$ cat src/rtl/word_pkg.sv
// rtl/word_pkg.sv - shared word-enable / word-address constants and state type
package word_pkg;

    localparam int WORDS   = 8;
    localparam int WADDR_W = 3;
    // Only bits 0..6 carry an address code; bit k maps to code k+1.
    localparam int PEND_W  = WORDS - 1;

    localparam logic [WADDR_W-1:0] WORD_NONE = 3'd0;

    typedef enum logic {
        IDLE = 1'b0,
        RUN  = 1'b1
    } state_t;

endpackage

$ cat src/rtl/word_prienc.sv
// rtl/word_prienc.sv - lowest-set-bit priority encoder with one-hot clear mask
module word_prienc
    import word_pkg::*;
(
    input  logic [PEND_W-1:0]  vec,
    output logic [WADDR_W-1:0] code,
    output logic [PEND_W-1:0]  clr
);

    // Scan high to low so the lowest set bit wins.
    always_comb begin
        code = WORD_NONE;
        for (int i = PEND_W - 1; i >= 0; i--) begin
            if (vec[i]) begin
                code = WADDR_W'(i + 1);
            end
        end
    end

    assign clr = vec & (~vec + PEND_W'(1));

endmodule

$ cat src/rtl/word_encoder_seq.sv
// rtl/word_encoder_seq.sv - serialises a word-enable mask into ascending word codes
module word_encoder_seq
    import word_pkg::*;
(
    input  logic               clk,
    input  logic               rst,
    input  logic               load_valid,
    input  logic [WORDS-1:0]   load_mask,
    output logic               load_ready,
    input  logic               flush,
    output logic               out_valid,
    input  logic               out_ready,
    output logic [WADDR_W-1:0] out_addr,
    output logic               out_last,
    output logic [WADDR_W-1:0] remaining,
    output logic               done,
    output logic               bad_bit7
);

    state_t              state, state_nxt;
    logic [PEND_W-1:0]   pend, pend_nxt;
    logic                done_nxt, bad_nxt;
    logic [WADDR_W-1:0]  low_code;
    logic [PEND_W-1:0]   low_clr;
    logic [WADDR_W-1:0]  cnt;
    logic                one_left;

    word_prienc u_prienc (
        .vec  (pend),
        .code (low_code),
        .clr  (low_clr)
    );

    always_comb begin
        cnt = '0;
        for (int i = 0; i < PEND_W; i++) begin
            cnt = cnt + WADDR_W'(pend[i]);
        end
    end

    assign one_left   = (cnt == WADDR_W'(1));
    assign load_ready = (state == IDLE);
    assign out_valid  = (state == RUN);
    assign out_addr   = out_valid ? low_code : WORD_NONE;
    assign out_last   = out_valid && one_left;
    assign remaining  = out_valid ? cnt : '0;

    always_ff @(posedge clk) begin
        if (rst) begin
            state    <= IDLE;
            pend     <= '0;
            done     <= 1'b0;
            bad_bit7 <= 1'b0;
        end else begin
            state    <= state_nxt;
            pend     <= pend_nxt;
            done     <= done_nxt;
            bad_bit7 <= bad_nxt;
        end
    end

    always_comb begin
        state_nxt = state;
        pend_nxt  = pend;
        done_nxt  = 1'b0;
        bad_nxt   = 1'b0;
        case (state)
            IDLE: begin
                if (load_valid) begin
                    pend_nxt = load_mask[PEND_W-1:0];
                    bad_nxt  = load_mask[WORDS-1];
                    if (|load_mask[PEND_W-1:0]) begin
                        state_nxt = RUN;
                    end else begin
                        done_nxt = 1'b1;
                    end
                end
            end
            RUN: begin
                // Flush wins over a same-cycle transfer; that word is dropped unsent.
                if (flush) begin
                    pend_nxt  = '0;
                    state_nxt = IDLE;
                end else if (out_ready) begin
                    pend_nxt = pend & ~low_clr;
                    if (one_left) begin
                        state_nxt = IDLE;
                        done_nxt  = 1'b1;
                    end
                end
            end
            default: begin
                state_nxt = IDLE;
                pend_nxt  = '0;
            end
        endcase
    end

endmodule

$ cat config.mk
export PLATFORM = sky130hd
export DESIGN_NAME = word_encoder_seq
export DESIGN_NICKNAME = d
export VERILOG_FILES = /design/src/rtl/word_pkg.sv /design/src/rtl/word_prienc.sv /design/src/rtl/word_encoder_seq.sv
export SDC_FILE = /design/constraint.sdc
export NUM_CORES = 1
export LEC_CHECK = 0
export ABC_AREA = 1
export CAP_MARGIN = 0
export CORE_AREA = 4 4 45 47
export CTS_BUF_LIST = sky130_fd_sc_hd__clkbuf_4
export CTS_CLUSTER_DIAMETER = 100
export DETAILED_ROUTE_END_ITERATION = 10
export DIE_AREA = 0 0 49 51
export GPL_TIMING_DRIVEN = 0
export PLACE_DENSITY = 0.85
export SLEW_MARGIN = 20
export SYNTH_ARGS = -nofsm -noshare
export SYNTH_HDL_FRONTEND = slang
export SYNTH_SLANG_ARGS = --single-unit
$ cat constraint.sdc
create_clock -name clk -period 3.5 [get_ports clk]
set_input_delay 0.525 -clock clk [delete_from_list [all_inputs] [get_ports clk]]
set_output_delay 0.525 -clock clk [all_outputs]
set_load 0.1 [all_outputs]
==> Word-level counts from Yosys, hierarchy flattened <==
Index checks and enable logic that the tools add are counted.
{ "word_totals": {"ff_bits": 10, "inputBits": 13, "output_inout_bits": 11} }
{ "classes": {"add_sub_neg": 7, "eq_ne": 3, "muxes": 25, "bitwise": 6, "n_reduce_logical": 4} }
{ "op_table": {"columns": ["cell", "n"], "rows": [
  ["2-to-1 mux 3 bit", 9],
  ["2-to-1 mux 7 bit", 3],
  ["AND 7 bit", 2],
  ["inverter 7 bit", 2],
  ["case mux 7 bit (2 select lines)", 1],
  ["adder 3 x 1 -> 3 bit", 4],
  ["2-to-1 mux 1 bit", 10],
  ["adder 7 x 1 -> 7 bit, second input constant", 1],
  ["OR reduction 7 bit", 1],
  ["case mux 1 bit (2 select lines)", 2],
  ["adder 2 x 1 -> 3 bit", 1],
  ["equality test 3 x 1 -> 1 bit, second input constant", 1],
  ["!= test 3 bit, second input constant", 1],
  ["OR reduction 3 bit", 1],
  ["adder 1 x 1 -> 2 bit", 1],
  ["!= test 2 bit, second input constant", 1],
  ["inverter 1 bit", 2],
  ["AND reduction 2 bit", 1],
  ["logical AND 1 bit", 1]
]} }

==> Depth between registers and ports, before layout <==
Gate-level depths: netlist of the first run.
{ "depth": {"word_depth": 11, "mapped_depth": 10} }

==> By module <==
From an unflattened synthesis of the first run, not the netlist that was laid out.
{ "hier_totals": {"cells_unflattened": 129, "hier_area_um2": 817.0} }
{ "modules_own_cells": {"columns": ["mod", "instances", "cells_each", "area_each_um2", "seq_area_each_um2"], "rows": [
  ["word_encoder_seq", 1, 100, 681.9, 200.2],
  ["word_prienc", 1, 29, 135.1, 0.0]
]} }

==> Least setup slack after synthesis of the first run <==
No wires, ideal clock.
{ "synth_path": {"kind": "register to output", "startpoint": "register pend[1]", "endpoint": "output out_last", "t_arrival_ns": 5.141, "setup_slack_ns": -2.166, "path_stages_with_launch": 8, "path_cell_list": "dfxtp_1 -> fa_1 -> inv_1 -> fa_1 -> fa_1 -> inv_1 -> fa_1 -> nor4_1"} }
{ "synth_via": {"elab_chain_len": 8} }
{ "synth_lines": {"columns": ["element", "line_no", "rtl"], "rows": [
  ["start: declaration", "word_encoder_seq.sv:21", "logic [PEND_W-1:0] pend, pend_nxt;"],
  ["start signal: assignment", "word_encoder_seq.sv:56", "pend <= pend_nxt;"],
  ["adder 1 x 1 -> 2 bit", "word_encoder_seq.sv:37", "cnt = cnt + WADDR_W'(pend[i]);"],
  ["adder 2 x 1 -> 3 bit", "word_encoder_seq.sv:37", null],
  ["adder 3 x 1 -> 3 bit (4 in a row)", "word_encoder_seq.sv:37", null],
  ["equality test 3 x 1 -> 1 bit", "word_encoder_seq.sv:41", "assign one_left = (cnt == WADDR_W'(1));"],
  ["logical AND 1 bit", "word_encoder_seq.sv:45", "assign out_last = out_valid && one_left;"],
  ["end: declaration", "word_encoder_seq.sv:14", "output logic out_last,"]
]} }
Every way passes these cells.

==> Worst setup path in the final report of the first run <==
Same ends and word-level chain as after synthesis.

==> results of run 1 <==
[Yosys cell counts, drive strengths merged]
library cell   n
nor3           1
nand3b         1
nand2         39
a211oi         1
nand4          1
dfxtp         10
a21oi          5
nor2          18
nand3          8
o21ai          5
fa             4
ha             2
nor4           1
inv           21
[path summary, 6_finish.rpt]
| kind | endpoint | slack (ns) | cells past startpoint |
|---|---|---|---|
| setup / recovery | out_last | 0.01 | 8 |
| setup reg to reg | done | 0.76 | 9 |
| hold reg to reg | pend[4] | 0.52 | 2 |
| hold / removal | pend[4] | 0.52 | 2 |
[metal layers]
layer	share of wire	GRT usage
met5	0	0
met2	0.49	0.293
met3	0.030	0.0175
met1	0.45	0.162
met4	0.029	0.121
[flip-flops by register name, indices dropped and copies added (netlist names)]
name / flops
bad_bit7: 1
pend: 7
done: 1
out_valid: 1
[worst reg2reg max path, delay by kind of cell (launching register included)]
| kind | cells | cell delay [ns] |
|---|---|---|
| flip-flops | 1 | 0.36 |
| buffers and inverters | 2 | 0.11 |
| AO/OA/AOI/OAI | 1 | 0.15 |
| AND/OR/NAND/NOR | 2 | 0.25 |
| adder cells (fa/ha/maj) | 4 | 1.81 |
[stage by stage]
step | hold WS, ns | worst slack, ns | instance area, sq um | setup TNS (ns) | util
finish | 0.519 | 0.0102 | 1080 | 0 | 0.652
global route | 0.531 | -0.0995 | 1080 | -0.108 | 0.652
CTS | 0.513 | -0.0436 | 1060 | -0.0436 | 0.641
detailed placement | 0.501 | -0.700 | 1040 | -1.88 | 0.627
global placement | 0.487 | -0.639 | 1040 | -1.70 | 0.627
floorplan | 0.458 | -0.256 | 785 | -0.256 | -
[repair_timing]
item / in CTS / in global routing
resized for setup: 24 / 7
pin swaps: 0 / 0
endpoints found under the hold margin: 0 / 0
setup endpoints to repair: 4 / 3
gates cloned: 0 / 0
setup buffers: 0 / 0
[where the power goes]
part | total (mW) | leakage (nW) | switching (mW) | internal [mW]
clock network | 0.0800 | 0.0138 | 0.0402 | 0.0398
registers | 0.131 | 0.0833 | 0.00933 | 0.122
logic | 0.231 | 0.411 | 0.157 | 0.0742
total | 0.443 | 0.508 | 0.207 | 0.236
[layout make-up]
type | count | area (sq um) | share of cell area
Inverter | 21 | 78.8 | 0.0733
Timing Repair Buffer | 23 | 238 | 0.221
Multi-Input combinational cell | 86 | 510 | 0.474
Tap cell | 17 | 21.3 | 0.0198
Sequential cell | 10 | 205 | 0.191
Clock buffer | 3 | 22.5 | 0.0209
[logic make-up after synthesis]
| logic type | Yosys count | share of synthesized area |
|---|---|---|
| buffers and inverters | 21 | 0.107 |
| and+or+nand+nor | 69 | 0.398 |
| adders and majority gates | 6 | 0.142 |
| AOI/OAI and AO/OA | 11 | 0.0829 |
| DFF | 10 | 0.271 |
==> impl_metrics.py, run 1 <==
metrics = {
    "cts": {
        "cts.htree.levels": 1,
        "cts_tree": "built",
        "clock_path_buffers": 2,
        "cts_hold_buf": 0,
        "cts_made_buffers": 3,
        "clock_sinks": 10,
        "cts_root_buffer": "clkbuf_4",
        "clock_latency_ns": 0.27,
        "clk_pin_slew_ns": 0.06,
    },
    "cells_and_area": {
        "fillers": 154,
        "mostFrequentLayoutCells": "nand2_1 (35), clkdlybuf4s50_1 (19), inv_1 (16)",
        "layout-area-overhead-vs-synth_pct": 45.5,
        "diodes": 0,
        "drive_gt1_frac": 0.196,
        "nets": 164,
        "final_common_cell": "nand2_1",
        "fin_cells": 160,
    },
    "setup_path": {
        "critPathTopFamily": "adder cells",
        "critical_path_class": "reg2out",
        "crit_fanout": 5,
        "required_ns": 2.97,
        "critPathMaxStageDelay_ns": 0.54,
        "crit_start": "pend[1]",
        "crit_slowest_cell": "fa_1",
        "start_kind": "flop",
        "path_buf_inv": 3,
        "worstSetupEndpointType": "primary output",
        "path_cells": "fa_1, inv_1, fa_1, fa_2, inv_2, fa_2, nor4_4, buf_6",
        "arrival_ns": 2.96,
        "reg2reg_from": "pend[1]",
    },
    "outcome": {
        "status": "completed",
    },
    "synthesis": {
        "synth_cells": 117,
        "netlist_area_sq_um": 739,
        "ys_seq_area_frac": 0.271,
        "ys_top_cells_by_area": "dfxtp_1 (27%), nand2_1 (18%), fa_1 (11%), inv_1 (9.1%), nor2_1 (8.1%)",
        "avgSynthCellArea_sq_um": 6.32,
        "ys_warn_count": 0,
        "synth.top_cell.area_share": 0.271,
        "ys_types": 18,
        "synth_area_leader_cell": "dfxtp_1",
        "syn-num-nets": 136,
        "yosys_register_bits": 10,
    },
    "place": {
        "gp_congestion": 0.801,
        "placedCellCount": 157,
        "port_buffers": 23,
        "dpl.hpwl_microns": 1470,
    },
    "pwr": {
        "ir_drop_v": 0.000232,
        "power_mw": 0.443,
        "p_per_area_mw_per_mm2": 411,
        "p_leak_nw": 0.508,
    },
    "detailed_routing": {
        "drtAntennaViolNets": 0,
        "drtIter0Drc": 11,
        "drt_pass1_iterations": 4,
        "drc": 0,
        "routed_wl_microns": 1770,
        "vias": 776,
        "routedWlPerCell_microns": 11.1,
        "viasPerCell": 4.85,
    },
    "timing": {
        "maxSlewViolCount": 0,
        "period_needed_ns": 3.49,
        "clock-skew-final_ns": 0.00478,
        "clock.fmax_mhz": 287,
        "report.final.hold_viol_count": 0,
        "rsz0062_at_grt": "yes",
        "relSlewSlack": 0.353,
        "post-route-period-util": 0.997,
        "tightest_slew_ns": 0.968,
        "finalSetupViolCount": 0,
    },
    "die": {
        "rows": 15,
        "ios": 24,
        "die_h_microns": 51,
        "fp.coreArea_sq_mm": 0.00165,
        "die_area_sq_mm": 0.00250,
        "die_w_microns": 49,
        "initial_utilization": 0.448,
    },
    "grt": {
        "grt_pass1_wl_microns": 2990,
        "grt-ovfl-total": 0,
        "antenna_found_initial": 0,
        "grtUsageTotal": 0.159,
        "grt_pass1_vias": 729,
        "grt_max_degree": 10,
    },
    "run": {
        "maxCapViolations": 0,
    },
    "min_path": {
        "min-delay-start": "pend[4]",
        "min-delay-path-class": "reg2reg",
    },
}
No activity file was read; power rests on OpenSTA's default activity.
==> run 2, diff against run 1 <==
Settings changed: ABC_CLOCK_PERIOD_IN_PS set to 3500.
==> results of run 2 <==
Same layout as run 1: the final DEF is identical, and so are final timing and power.
